[src/rtl/apu_reg_writer.sv]
// Host-side APU register writer: decodes address/data byte pairs from the serial
// receiver into the APU register file and per-channel length-reload toggles.
module apu_reg_writer #(
  parameter int unsigned TIMEOUT_CYCLES = 4096,
  parameter int unsigned TO_WIDTH       = 13
) (
  input  logic       clk,
  input  logic       rst_n,
  input  logic       rx_valid,
  input  logic [7:0] rx_data,
  output logic       rx_ready,
  output logic [7:0] reg_4000,
  output logic [7:0] reg_4001,
  output logic [7:0] reg_4002,
  output logic [7:0] reg_4003,
  output logic [7:0] reg_4004,
  output logic [7:0] reg_4005,
  output logic [7:0] reg_4006,
  output logic [7:0] reg_4007,
  output logic [7:0] reg_4008,
  output logic [7:0] reg_400A,
  output logic [7:0] reg_400B,
  output logic [7:0] reg_400C,
  output logic [7:0] reg_400E,
  output logic [7:0] reg_400F,
  output logic [7:0] reg_4015,
  output logic [7:0] reg_4017,
  output logic [3:0] reg_change,
  output logic [7:0] err_count
);

  localparam logic [1:0] S_IDLE   = 2'd0;
  localparam logic [1:0] S_DATA   = 2'd1;
  localparam logic [1:0] S_COMMIT = 2'd2;

  localparam int unsigned NUM_REGS = 16;
  localparam int unsigned SLOT_W   = 4;

  logic [1:0]          state_q, state_d;
  logic [4:0]          addr_q, addr_d;
  logic [7:0]          data_q, data_d;
  logic [TO_WIDTH-1:0] to_cnt_q, to_cnt_d;
  logic [7:0]          regs_q [NUM_REGS];
  logic [7:0]          regs_d [NUM_REGS];
  logic [3:0]          change_q, change_d;
  logic [7:0]          err_q, err_d;
  logic                rx_ready_q, rx_ready_d;

  logic                accept;
  logic                err_inc;
  logic                off_valid;
  logic [SLOT_W-1:0]   slot;
  logic                tog_hit;
  logic [1:0]          tog_idx;

  // Map the sparse register offset onto a dense storage slot and toggle index.
  always_comb begin
    off_valid = 1'b1;
    slot      = '0;
    tog_hit   = 1'b0;
    tog_idx   = '0;
    case (addr_q)
      5'h00, 5'h01, 5'h02, 5'h04, 5'h05, 5'h06, 5'h08: slot = addr_q[3:0];
      5'h03: begin slot = 4'd3;  tog_hit = 1'b1; tog_idx = 2'd0; end
      5'h07: begin slot = 4'd7;  tog_hit = 1'b1; tog_idx = 2'd1; end
      5'h0A: slot = 4'd9;
      5'h0B: begin slot = 4'd10; tog_hit = 1'b1; tog_idx = 2'd2; end
      5'h0C: slot = 4'd11;
      5'h0E: slot = 4'd12;
      5'h0F: begin slot = 4'd13; tog_hit = 1'b1; tog_idx = 2'd3; end
      5'h15: slot = 4'd14;
      5'h17: slot = 4'd15;
      default: off_valid = 1'b0;
    endcase
  end

  assign accept = rx_valid && rx_ready_q;

  always_comb begin
    state_d  = state_q;
    addr_d   = addr_q;
    data_d   = data_q;
    to_cnt_d = to_cnt_q;
    regs_d   = regs_q;
    change_d = change_q;
    err_inc  = 1'b0;
    case (state_q)
      S_IDLE: begin
        if (accept) begin
          if (rx_data[7]) begin
            addr_d   = rx_data[4:0];
            to_cnt_d = '0;
            state_d  = S_DATA;
          end else begin
            err_inc = 1'b1;
          end
        end
      end
      S_DATA: begin
        // An arriving data byte wins over the timeout on the same cycle.
        if (accept) begin
          data_d  = rx_data;
          state_d = S_COMMIT;
        end else if (to_cnt_q == TO_WIDTH'(TIMEOUT_CYCLES - 1)) begin
          err_inc = 1'b1;
          state_d = S_IDLE;
        end else begin
          to_cnt_d = to_cnt_q + TO_WIDTH'(1);
        end
      end
      S_COMMIT: begin
        if (off_valid) begin
          regs_d[slot] = data_q;
          if (tog_hit) change_d[tog_idx] = ~change_q[tog_idx];
        end else begin
          err_inc = 1'b1;
        end
        state_d = S_IDLE;
      end
      default: state_d = S_IDLE;
    endcase
    err_d      = (err_inc && (err_q != 8'hFF)) ? err_q + 8'd1 : err_q;
    rx_ready_d = (state_d != S_COMMIT);
  end

  always_ff @(posedge clk or negedge rst_n) begin
    if (!rst_n) begin
      state_q    <= S_IDLE;
      addr_q     <= '0;
      data_q     <= '0;
      to_cnt_q   <= '0;
      change_q   <= '0;
      err_q      <= '0;
      rx_ready_q <= 1'b0;
      for (int i = 0; i < NUM_REGS; i++) regs_q[i] <= '0;
    end else begin
      state_q    <= state_d;
      addr_q     <= addr_d;
      data_q     <= data_d;
      to_cnt_q   <= to_cnt_d;
      change_q   <= change_d;
      err_q      <= err_d;
      rx_ready_q <= rx_ready_d;
      for (int i = 0; i < NUM_REGS; i++) regs_q[i] <= regs_d[i];
    end
  end

  assign rx_ready   = rx_ready_q;
  assign reg_4000   = regs_q[0];
  assign reg_4001   = regs_q[1];
  assign reg_4002   = regs_q[2];
  assign reg_4003   = regs_q[3];
  assign reg_4004   = regs_q[4];
  assign reg_4005   = regs_q[5];
  assign reg_4006   = regs_q[6];
  assign reg_4007   = regs_q[7];
  assign reg_4008   = regs_q[8];
  assign reg_400A   = regs_q[9];
  assign reg_400B   = regs_q[10];
  assign reg_400C   = regs_q[11];
  assign reg_400E   = regs_q[12];
  assign reg_400F   = regs_q[13];
  assign reg_4015   = regs_q[14];
  assign reg_4017   = regs_q[15];
  assign reg_change = change_q;
  assign err_count  = err_q;

endmodule

[config.mk]
export PLATFORM = sky130hd
export DESIGN_NAME = apu_reg_writer
export DESIGN_NICKNAME = d
export VERILOG_FILES = /design/src/rtl/apu_reg_writer.sv
export SDC_FILE = /design/constraint.sdc
export NUM_CORES = 1
export LEC_CHECK = 0
export BUFFER_PORTS_ARGS = -buffer_cell sky130_fd_sc_hd__buf_4
export CAP_MARGIN = 10
export CORE_MARGIN = 2
export CORE_UTILIZATION = 45
export DETAILED_ROUTE_END_ITERATION = 16
export HOLD_SLACK_MARGIN = 0.02
export PLACE_DENSITY = 0.71
export SLEW_MARGIN = 30
export SYNTH_ARGS = -nofsm -noshare
export SYNTH_HDL_FRONTEND = slang
export SYNTH_SLANG_ARGS = --single-unit
[constraint.sdc]
create_clock -name clk -period 2 [get_ports clk]
set_input_delay 0.1 -clock clk [delete_from_list [all_inputs] [get_ports clk]]
set_output_delay 0.1 -clock clk [all_outputs]
set_load 0.05 [all_outputs]
# [Yosys cells after proc, flatten, opt, wreduce, memory -nomap -nowiden]
# Cells that the tools add are included.
[classes] addsub=2 mul=0 n_div=0 order_cmp=4 n_eq_ne=24 shift=0 muxes=28 bitwise=2 n_reduce_logical=15
[op_table] op="$bwmux 128" count=1
[op_table] op="$mux 13" count=4
[op_table] op="$pmux 4 s10" count=1
[op_table] op="$demux 8 s4" count=1
[op_table] op="$eq 5x4->1 const B" count=6
[op_table] op="$pmux 13 s2" count=1
[op_table] op="$eq 5x3->1 const B" count=4
[op_table] op="$reduce_or 16->1" count=1
[op_table] op="$add 13x1->13 const B" count=1
[op_table] op="$eq 13x12->1 const B" count=1
[op_table] op="$eq 5x2->1 const B" count=2
[op_table] op="$eq 5x5->1 const B" count=2
[op_table] op="$ne 2x2->1 const B" count=5
[op_table] op="$mux 1" count=9
[op_table] op="$add 8x1->8 const B" count=1
[op_table] op="$mux 2" count=4
[op_table] op="$mux 8" count=1
[op_table] op="$ne 8x8->1 const B" count=1
[op_table] op="$reduce_or 7->1" count=1
[op_table] op="$pmux 2 s3" count=1
[op_table] op="$reduce_and 3->1" count=2
[op_table] op="$eq 5x1->1 const B" count=1
[op_table] op="$ge 5x5->1 const B" count=1
[op_table] op="$logic_not 5->1" count=1
[op_table] op="other kinds (18)" count=22
[word_totals] regBits=169 latch_bits=0 ram_bits=0 mem_bits_ro=0 input_bits=11 out_inout_bits=141 word_cells=98 memories=0

# [Depth between registers and ports, before layout]
# Gate-level depths: netlist of the first run.
[depth] word_depth=9 depth_mapped=6 ltp_nobuf=6

# [Worst setup path after synthesis of the first run]
# Ideal clock, no wire load.
[synth_timing] path_kind="flip-flop to flip-flop" from="register rx_ready_q (netlist: rx_ready)" to="register err_q[1] (netlist: err_count[1])" setup_time_ps=128 t_arrival_ps=1805 required_ps=1872 setup_slack_ps=67 stages_incl_launch_ff=6 n_path_buf=0 synth_period_minus_slack_ps=1933 path_cell_list="dfrtp_1 nand2_1 nor3_1 a221oi_4 nor2_1 mux2_1"
[synth_via] elab_chain_cells=4 elab_cells_between_ends=5 classes_between="mux: 3; reduce/logical: 2"
[synth_rtl] element="from (decl)" line_no="47" text="logic rx_ready_q, rx_ready_d;"
[synth_rtl] element="from (signal assigned)" line_no="143" text="rx_ready_q <= rx_ready_d;"
[synth_rtl] element="$logic_and 1x1->1 (*)" line_no="77" text="assign accept = rx_valid && rx_ready_q;"
[synth_rtl] element="$mux 1, on equally long branches" line_no="101, 89"
[synth_rtl] element="$pmux 1 s3 (*)" line_no="87" text="case (state_q)"
[synth_rtl] element="$logic_and 1x1->1 (*)" line_no="122" text="err_d = (err_inc && (err_q != 8'hFF)) ? err_q + 8'd1 : err_q;"
[synth_rtl] element="to (signal assigned)" line_no="142" text="err_q <= err_d;"
[synth_rtl] element="to (decl)" line_no="46" text="logic [7:0] err_q, err_d;"
# Every way passes the cells marked *; elsewhere a longest branch is shown, timed or not.
# A chain may end at the register's enable or synchronous reset.

# [Worst setup path in the final report of the first run]
[layout_timing] from="register to_cnt_q[1]" to="register err_q[2] (netlist: err_count[2])"
[layout_via] elab_chain_cells=5
[layout_rtl] element="from (decl)" line_no="42" text="logic [TO_WIDTH-1:0] to_cnt_q, to_cnt_d;"
[layout_rtl] element="from (signal assigned)" line_no="140" text="to_cnt_q <= to_cnt_d;"
[layout_rtl] element="$eq 13x12->1" line_no="104" text="end else if (to_cnt_q == TO_WIDTH'(TIMEOUT_CYCLES - 1)) begin"
[layout_rtl] element="$mux 1" line_no="104"
[layout_rtl] element="$mux 1" line_no="101" text="if (accept) begin"
[layout_rtl] element="$pmux 1 s3" line_no="87"
[layout_rtl] element="$logic_and 1x1->1" line_no="122"
# No other way between the ends.

==> metrics.txt, run 1 <==
CP Data Arrival Time 2.23 ns; Worst-path clk slew 0.06 ns; Clock Latency Late Sink 0.42 ns; GRT overflow 0; number of synthesized register bits 169; Setup Viol. Count Final 0; vias in the first global route 4827; Reg2Reg Capture Point err_count[2]; most frequent cells in the layout dfrtp_1, buf_4, mux2_2, nand2_1, clkbuf_16; sequential share of power 0.394; Largest Register to_cnt_q; max reg flops 13; relative slew slack 0.5028; FF-to-FF setup slack 0.11 ns; power per cell area 1535 nW/um^2; Slew @ Worst Pin 0.7458 ns; Num CTS Buffers 17; Final Core Density 0.5948; RSZ-0062 raised after global routing no; commonest non-fill, non-tap cell in the layout dfrtp_1; Req. time, crit path 2.34 ns; Fin Hold WS 0.05366 ns; sw power 5.974 mW; ranking of synthesized cells by area dfrtp_1, mux2_2, nand2_1; chip width 127.2 um; period utilization 0.9436; Peak VDD IR 1.309 mV; Seq/Total Area, Yosys 0.6188; P_leak 4.649 nW; Die Ht 127.2 um; die area 16190 sq um; Final HPWL DP 11350 um; Cells after Synth 478; Comb power frac 0.380; Design Power 13.72 mW; syn_area_per_cell 14.30 sq um; Slew Limit Fails 0; Sw Share 0.4353; depth of the most critical reg-to-reg path 7; drt via density 5.252; I/O pin cnt 152; H-tree levels 4; Routed WL per cell 19.06 um; Final Hold Viols 0; Max-Cap Viols 0; clock tree from TritonCTS built; CP Capture Type register; maximum clock insertion buffer count 2; status complete, no violations; Final min period 1.887 ns; Hold Path Sink data_q[7]; Startpoint Class register; worst-path maximum fanout 6; DRC 0; row count 45; Syn Nets 491; hold crit path type primary input to register; fmax 529.9 MHz; Yosys warnings 0; Worst path max stage delay 0.40 ns; area grow syn2layout 30.83%; internal power 7.749 mW; Cell Chain, Critical Path ha_2 -> nand3_1 -> and4bb_4 -> a221oi_4 -> buf_4 -> nor3b_1 -> xor2_1; initial DRC count 231; Min-Delay Startpoint rx_data[7]; first-pass GRT wire length 26300 um; Initial Util 0.4546; Clock Power Share 0.226; First-pass DRT Iterations 4; initial antenna violation count 0; WS Path Type register to register; Synth cell types 41; largest net degree at the start of global routing 45; clk sinks 169; GRT Overall Usage 0.2123; Yosys top cell area share 0.6188; WL final 16320 um; post-synth top area cell dfrtp_1; r2r startpoint to_cnt_q[1]; final net count 669; critical path's slowest cell dfrtp_1; core area 15030 sq um; placer congestion estimate 0.8605; DR vias 4496; antenna viol nets, final 0; Syn Std Cell Area 6834 sq um; Root Buffer clkbuf_16; layout cells sized above 1 0.5389; diode count 0; hold-critical path depth 3; port buffer count 151; clock skew 0.008053 ns
[layout make-up]
type / count / area [sq um]
clock buffer: 18 / 439.2
clock inverter: 13 / 121.4
fill: 1210 / 6092
inverter: 4 / 15.01
multi-input combinational: 289 / 2539
sequential: 169 / 4229
tap: 188 / 235.2
timing repair buffer: 175 / 1363
[per-layer routing]
metal,routed length [um],global-route usage,vias to the layer above
met5,0,0,-
met4,397,0.08727,0
met3,1433,0.08710,28
met2,7571,0.3204,144
met1,6914,0.2739,2283
li1,-,-,2041
[cells by family after synthesis]
| logic type | share of synthesized area |
|---|---|
| muxes | 0.2354 |
| adders and majority gates | 0.003661 |
| and+or+nand+nor | 0.09191 |
| buffers and inverters | 0.01263 |
| AOI/OAI and AO/OA | 0.01831 |
| xor gates and xnor gates | 0.01922 |
| DFF | 0.6188 |
[repair_timing]
item                                    in CTS  in global routing
buffers inserted                             0                  1
hold endpoints to repair                   139                  0
resized for setup                            1                  4
gates cloned                                 0                  0
endpoints found under the setup margin       9                  6
pin swaps                                    0                  1
hold buffers                                 8                  0
[cell usage after synthesis]
cell type / count
a221oi_4: 1
o21ai_0: 5
nand2_2: 7
ha_1: 2
nor3b_1: 5
nand3_1: 12
nor3b_2: 1
nor4b_1: 1
and4bb_4: 1
a211oi_1: 1
o21a_1: 1
nor4_4: 1
buf_2: 3
nand3b_1: 3
nor2_2: 2
dfrtp_1: 169
mux2_1: 3
a21oi_1: 1
o211ai_1: 3
o221a_2: 1
xor2_1: 11
and2_1: 1
inv_1: 4
xnor2_1: 4
nor2_1: 17
nand2b_1: 4
mux2i_1: 1
and4_4: 1
and3_1: 4
nor2_4: 1
mux2_2: 139
clkbuf_1: 11
o211a_1: 2
nand4_1: 3
buf_4: 2
nor2b_1: 3
nand2_1: 35
nor4_2: 1
nor3_1: 8
nor4_1: 2
nor3_4: 1
[power by group through the flow]
| stage | sequential (mW) | combinational (mW) | clock [mW] |
|---|---|---|---|
| finish | 5.41 | 5.22 | 3.10 |
| detailed placement | 5.45 | 5.20 | 0 |
| global placement | 5.38 | 5.12 | 0 |
| global route | 5.57 | 5.45 | 3.32 |
| CTS | 5.42 | 5.23 | 3.18 |
| floorplan | 7.33 | 1.36 | 0 |
[worst max-delay path, delay by kind of cell, from the launching register on]
kind	cells	cell delay, ns
xor gates and xnor gates	1	0.16
and+or+nand+nor	3	0.74
DFF	1	0.40
AOI/OAI and AO/OA	1	0.09
buffers and inverters	1	0.18
adders and majority gates	1	0.23
[stage by stage]
stage               cells  TNS (ns)  setup slack (ns)  instance area [sq um]
floorplan             478         0           0.06745                   6834
detailed placement    816   -0.1063          -0.02027                   8273
CTS                   855         0           0.04547                   8919
finish                856         0            0.1127                   8941
global placement      816         0           0.07764                   8273
global route          856         0          0.001187                   8941
[worst max path at each step]
stage | endpoint | slack [ns] | from
5_1_grt | err_count[2] | 0.001 | to_cnt_q[1]
4_1_cts | err_count[1] | 0.05 | to_cnt_q[0]
6_report | err_count[2] | 0.11 | to_cnt_q[1]
3_3_place_gp | reg_4007[2] | 0.08 | addr_q[2]
2_1_floorplan | err_count[1] | 0.07 | rx_ready
3_5_place_dp | reg_4007[6] | -0.02 | addr_q[2]
Power figures use the tool's default switching activity.
==> inputs of run 2 (changes only) <==
Settings changed: BUFFER_PORTS_ARGS -buffer_cell sky130_fd_sc_hd__buf_4 to not set, DONT_BUFFER_PORTS set to 1, PLACE_DENSITY 0.71 to not set.
==> metrics.txt, run 2 (synthesized netlist as in run 1, its figures left out) <==
largest net degree at the start of global routing 170 (+280%); Root Buffer clkbuf_16; FF-to-FF setup slack 0.08 ns (-0.03 ns); initial antenna violation count 0 (unchanged); Peak VDD IR 0.8771 mV (-33%); port buffer count 0 (-100%); maximum clock insertion buffer count 2 (unchanged); placed cells 676 (-17%); power per cell area 1600 nW/um^2 (+4.2%); commonest non-fill, non-tap cell in the layout dfrtp_1; Worst Setup Slack, final 0.08062 ns (-0.03210 ns); DR vias 3964 (-12%); Critical path buffers and inverters 0 (-1); Worst-path clk slew 0.06 ns (about the same); chip width 127.2 um (unchanged); area grow syn2layout 14.98%; fmax 521.0 MHz (-1.7%); critical path's slowest cell dfrtp_1; Fin Hold WS -0.6203 ns (-0.6740 ns); Slew Limit Fails 0 (unchanged); GRT Overall Usage 0.1949 (-0.01749); Setup Viol. Count Final 0 (unchanged); Routed WL per cell 21.52 um (+13%); critical path depth 6 (-1); Final Hold Viols 169 (+169); GRT overflow 0 (unchanged); row count 45 (unchanged); period utilization 0.9597 (+0.01605); vias in the first global route 4038 (-16%); # fillers 1304 (+7.8%); DRC 0 (unchanged); cell area after layout 7858 sq um (-12%); most frequent cells in the layout dfrtp_1, mux2_2, nand2_1, buf_4; WL final 15430 um (-5.5%); clock skew 0.007981 ns (-0.00007214 ns); hold crit path type primary input to asynchronous set/reset pin; launch point of the worst path to_cnt_q[1]; relative slew slack 0.4786 (-0.02419); Place WS 0.03910 ns (+0.05937 ns); Req. time, crit path 2.29 ns (-0.05 ns); final std cells w/o fill 717 (-16%); core area 15030 sq um (unchanged); Reg2Reg Capture Point err_count[1]; violated checks negative hold slack; I/O pin cnt 152 (unchanged); Final min period 1.919 ns (+0.03210 ns); layout cells sized above 1 0.4102 (-0.1287); Area after DPL 7193 sq um (-13%); Slew @ Worst Pin 0.7820 ns (+0.03628 ns); Num CTS Buffers 17 (unchanged); Startpoint Class register; Post-CTS Hold Buffers 8 (unchanged); Final HPWL DP 10240 um (-9.8%); clock tree from TritonCTS built; P_leak 3.901 nW (-16%); die area 16190 sq um (unchanged); r2r startpoint to_cnt_q[1]; CP Capture Type register; WS Path Type register to register; first-pass GRT wire length 23720 um (-9.8%); status finished, violations left; antenna viol nets, final 0 (unchanged); initial DRC count 228 (-1.3%); Largest Register to_cnt_q; worst-path maximum fanout 6 (unchanged); CP Data Arrival Time 2.21 ns (-0.02 ns); CP top delay family simple AND/OR/NAND/NOR gates; drt via density 5.529 (+5.3%); clk sinks 169 (unchanged); placer congestion estimate 0.8372 (-2.7%); Max-Cap Viols 0 (unchanged); Clock Latency Late Sink 0.42 ns (about the same); RSZ-0062 raised after global routing no; Initial Util 0.4546 (unchanged); Cell Chain, Critical Path ha_1 -> nand3_1 -> and4bb_4 -> a221oi_4 -> nor2_1 -> mux2_1; First-pass DRT Iterations 4 (unchanged); depth of the most critical reg-to-reg path 6 (-1); Worst path max stage delay 0.41 ns (about the same); Die Ht 127.2 um (unchanged); final net count 530 (-21%); max reg flops 13 (unchanged); H-tree levels 4 (unchanged); diode count 0 (unchanged); setup TNS 0 ns (unchanged)
run 2: changes by cell type in the layout (fill, tap and decap cells not counted), moves of 2 or more:
cell	previous run	this run
buf_12	2	0
buf_4	164	28
clkbuf_1	0	2
inv_6	3	1
nor3_1	6	8
nor3_2	2	0
run 2: per-layer routing:
layer	GRT usage	vias up	wire (um)
met5	0	-	0
met4	0.06529	0	204
met3	0.08124	15	1375
met2	0.3087	113	7416
met1	0.2437	2068	6430
li1	-	1768	-
run 2: stage by stage:
stage	hold slack [ns]	utilization	power, mW
after global placement	-0.1908	0.4785	9.470
final	-0.6203	0.5227	12.57
after global routing	-0.6417	0.5227	13.13
after detailed placement	-0.1909	0.4785	9.574
after CTS	-0.6395	0.5212	12.71
after floorplan	-0.1956	-	8.690
run 2: how the worst max path moves through the flow:
stage	end	slack (ns)
CTS	err_count[1]	0.02
global placement	err_count[1]	0.08
detailed placement	err_count[1]	0.04
floorplan	err_count[1]	0.07
finish	err_count[1]	0.08
global route	reg_400A[1]	0.004
run 2: layout make-up:
cell class | count | area (sq um) | share of cell area
flip-flops and latches | 169 | 4229 | 0.5382
multi-input cells | 289 | 2531 | 0.3221
clock buffers | 21 | 460.4 | 0.05860
repair buffers | 36 | 290.3 | 0.03694
well taps | 188 | 235.2 | 0.02994
clock inverters | 10 | 96.34 | 0.01226
inverters | 4 | 15.01 | 0.001911
run 2: where the power goes:
group | switching (mW) | internal, mW
combinational | 0.880 | 0.930
clock | 1.29 | 1.78
sequential | 3.47 | 4.22
total | 5.64 | 6.93
run 2: timing repair:
action,CTS,global route
pin swaps,0,1
gates resized for setup,1,2
setup buffers,0,2
hold endpoints to repair,182,169
setup endpoints to repair,2,10
==> inputs of run 3 (changes only) <==
Settings changed: CORE_ASPECT_RATIO set to 0.7.
==> metrics.txt, run 3 (synthesized netlist as in run 1, its figures left out) <==
I/O pin cnt 152 (unchanged); depth of the most critical reg-to-reg path 3 (-3); Num CTS Buffers 17 (unchanged); Final HPWL DP 10360 um (+1.2%); Sw Share 0.4526 (+0.003869); grt peak-use layer met2; Die Ht 107.1 um (-16%); WL final 15690 um (+1.7%); H-tree levels 4 (unchanged); violated checks negative hold slack; clk sinks 169 (unchanged); core area 14770 sq um (-1.8%); GRT met3 Usage 0.08979 (+0.008548); Startpoint Class register; final net count 529 (-0.19%); maximum clock insertion buffer count 2 (unchanged); Critical path buffers and inverters 0 (unchanged); FF-to-FF setup slack 0.14 ns (+0.05 ns); antenna viol nets, final 0 (unchanged); DRC 0 (unchanged); Worst-path clk slew 0.07 ns (about the same); Final Hold Viols 169 (unchanged); placed cells 684 (+1.2%); DR vias 3971 (+0.18%); Clock Power Share 0.259 (+0.015); drt via density 5.485 (-0.79%); diode count 0 (unchanged); Max-Cap Viols 0 (unchanged); Final min period 1.865 ns (-0.05486 ns); die area 16200 sq um (about the same); critical path depth 3 (-3); critical path's slowest cell dfrtp_1; port buffer count 0 (unchanged); vias in the first global route 4121 (+2.1%); Slew @ Worst Pin 0.8099 ns (+0.02790 ns); final std cells w/o fill 724 (+0.98%); Root Buffer clkbuf_16; worst-path maximum fanout 10 (+4); area grow syn2layout 15.47%; CP top delay family simple AND/OR/NAND/NOR gates; First-pass DRT Iterations 4 (unchanged); GR Util met1 0.2755 (+0.03181); GRT overflow 0 (unchanged); placer congestion estimate 0.8667 (+3.5%); chip width 151.3 um (+19%); Cell Chain, Critical Path nor3b_1 -> nand2_1 -> mux2_2; r2r startpoint addr_q[3]; RSZ-0062 raised after global routing no; setup TNS 0 ns (unchanged); Fin Hold WS -0.6413 ns (-0.02100 ns); Reg2Reg Capture Point reg_400A[2]; relative slew slack 0.4600 (-0.01860); max reg flops 13 (unchanged); initial antenna violation count 0 (unchanged); clock tree from TritonCTS built; initial DRC count 207 (-9.2%); status finished, violations left; row count 37 (-18%); first-pass GRT wire length 24350 um (+2.7%); commonest non-fill, non-tap cell in the layout dfrtp_1; Peak VDD IR 0.8110 mV (-7.5%); largest net degree at the start of global routing 170 (unchanged); period utilization 0.9323 (-0.02743); Slew Limit Fails 0 (unchanged); power per cell area 1623 nW/um^2 (+1.5%); Initial Util 0.4628 (+0.008165); critical path endpoint reg_400A[2]; layout cells sized above 1 0.4121 (+0.001890); Worst path max stage delay 0.52 ns (+0.11 ns); Largest Register to_cnt_q; Setup Viol. Count Final 0 (unchanged); Req. time, crit path 2.32 ns (+0.03 ns); hold crit path type primary input to asynchronous set/reset pin; CP Capture Type register; GRT Overall Usage 0.2048 (+0.009911); sequential share of power 0.601 (-0.011); P_leak 3.904 nW (about the same); Comb power frac 0.139 (-0.005); most frequent cells in the layout dfrtp_1, mux2_2, nand2_1, buf_4; Clock Latency Late Sink 0.43 ns (about the same); CP Data Arrival Time 2.18 ns (-0.03 ns); launch point of the worst path addr_q[3]; met2 global-route usage 0.2983 (-0.01035); Post-CTS Hold Buffers 8 (unchanged); fmax 536.3 MHz (+2.9%); # fillers 1191 (-8.7%); WS Path Type register to register; internal power 7.012 mW (+1.2%); sw power 5.797 mW (+2.8%); Routed WL per cell 21.68 um (+0.75%); clock skew 0.01191 ns (+0.003932 ns)
## run 3: power by group through the flow
stage	logic, mW	clock network, mW	registers [mW]
2_1_floorplan	1.36	0	7.33
3_3_place_gp	1.72	0	7.78
4_1_cts	1.80	3.39	7.74
3_5_place_dp	1.77	0	7.80
5_1_grt	1.95	3.54	7.86
6_report	1.79	3.32	7.70
## run 3: what timing repair did
item,4_1_cts,5_1_grt
endpoints found under the setup margin,0,4
resized for setup,0,3
buffers inserted,0,0
endpoints found under the hold margin,182,169
## run 3: worst min path at each step
stage / to / slack [ns]
2_1_floorplan: addr_q[0] / -0.20
3_3_place_gp: reg_4000[0] / -0.19
3_5_place_dp: reg_4000[1] / -0.19
4_1_cts: reg_4000[1] / -0.66
5_1_grt: reg_4000[1] / -0.66
6_report: reg_4000[6] / -0.64
## run 3: area by class of cell
cell class | count | area [sq um] | area share
Clock buffer | 18 | 429.2 | 0.05438
Clock inverter | 14 | 160.2 | 0.02029
Inverter | 4 | 15.01 | 0.001903
Multi-Input combinational cell | 289 | 2531 | 0.3208
Sequential cell | 169 | 4229 | 0.5359
Tap cell | 195 | 244.0 | 0.03092
Timing Repair Buffer | 35 | 282.8 | 0.03583
## run 3: worst reg2reg max path: cells and delay by family (launching register included)
kind	cells	cell delay, ns
AND/OR/NAND/NOR	2	0.85
flip-flops	1	0.52
multiplexers	1	0.38
## run 3: stage by stage
step / util / setup slack (ns) / cell area [sq um] / power, mW / hold WS (ns)
after floorplan: - / 0.06745 / 6834 / 8.690 / -0.1956
after global placement: 0.4882 / 0.1731 / 7209 / 9.497 / -0.1928
after detailed placement: 0.4882 / 0.1295 / 7209 / 9.572 / -0.1933
after CTS: 0.5335 / 0.1174 / 7879 / 12.92 / -0.6595
after global routing: 0.5344 / 0.006648 / 7891 / 13.35 / -0.6637
final: 0.5344 / 0.1355 / 7891 / 12.81 / -0.6413
## run 3: metal layers
layer / vias to the layer above / wire length [um]
met5: - / 0
met4: 0 / 233
met3: 16 / 1394
met2: 110 / 7101
met1: 2087 / 6965
li1: 1758 / -
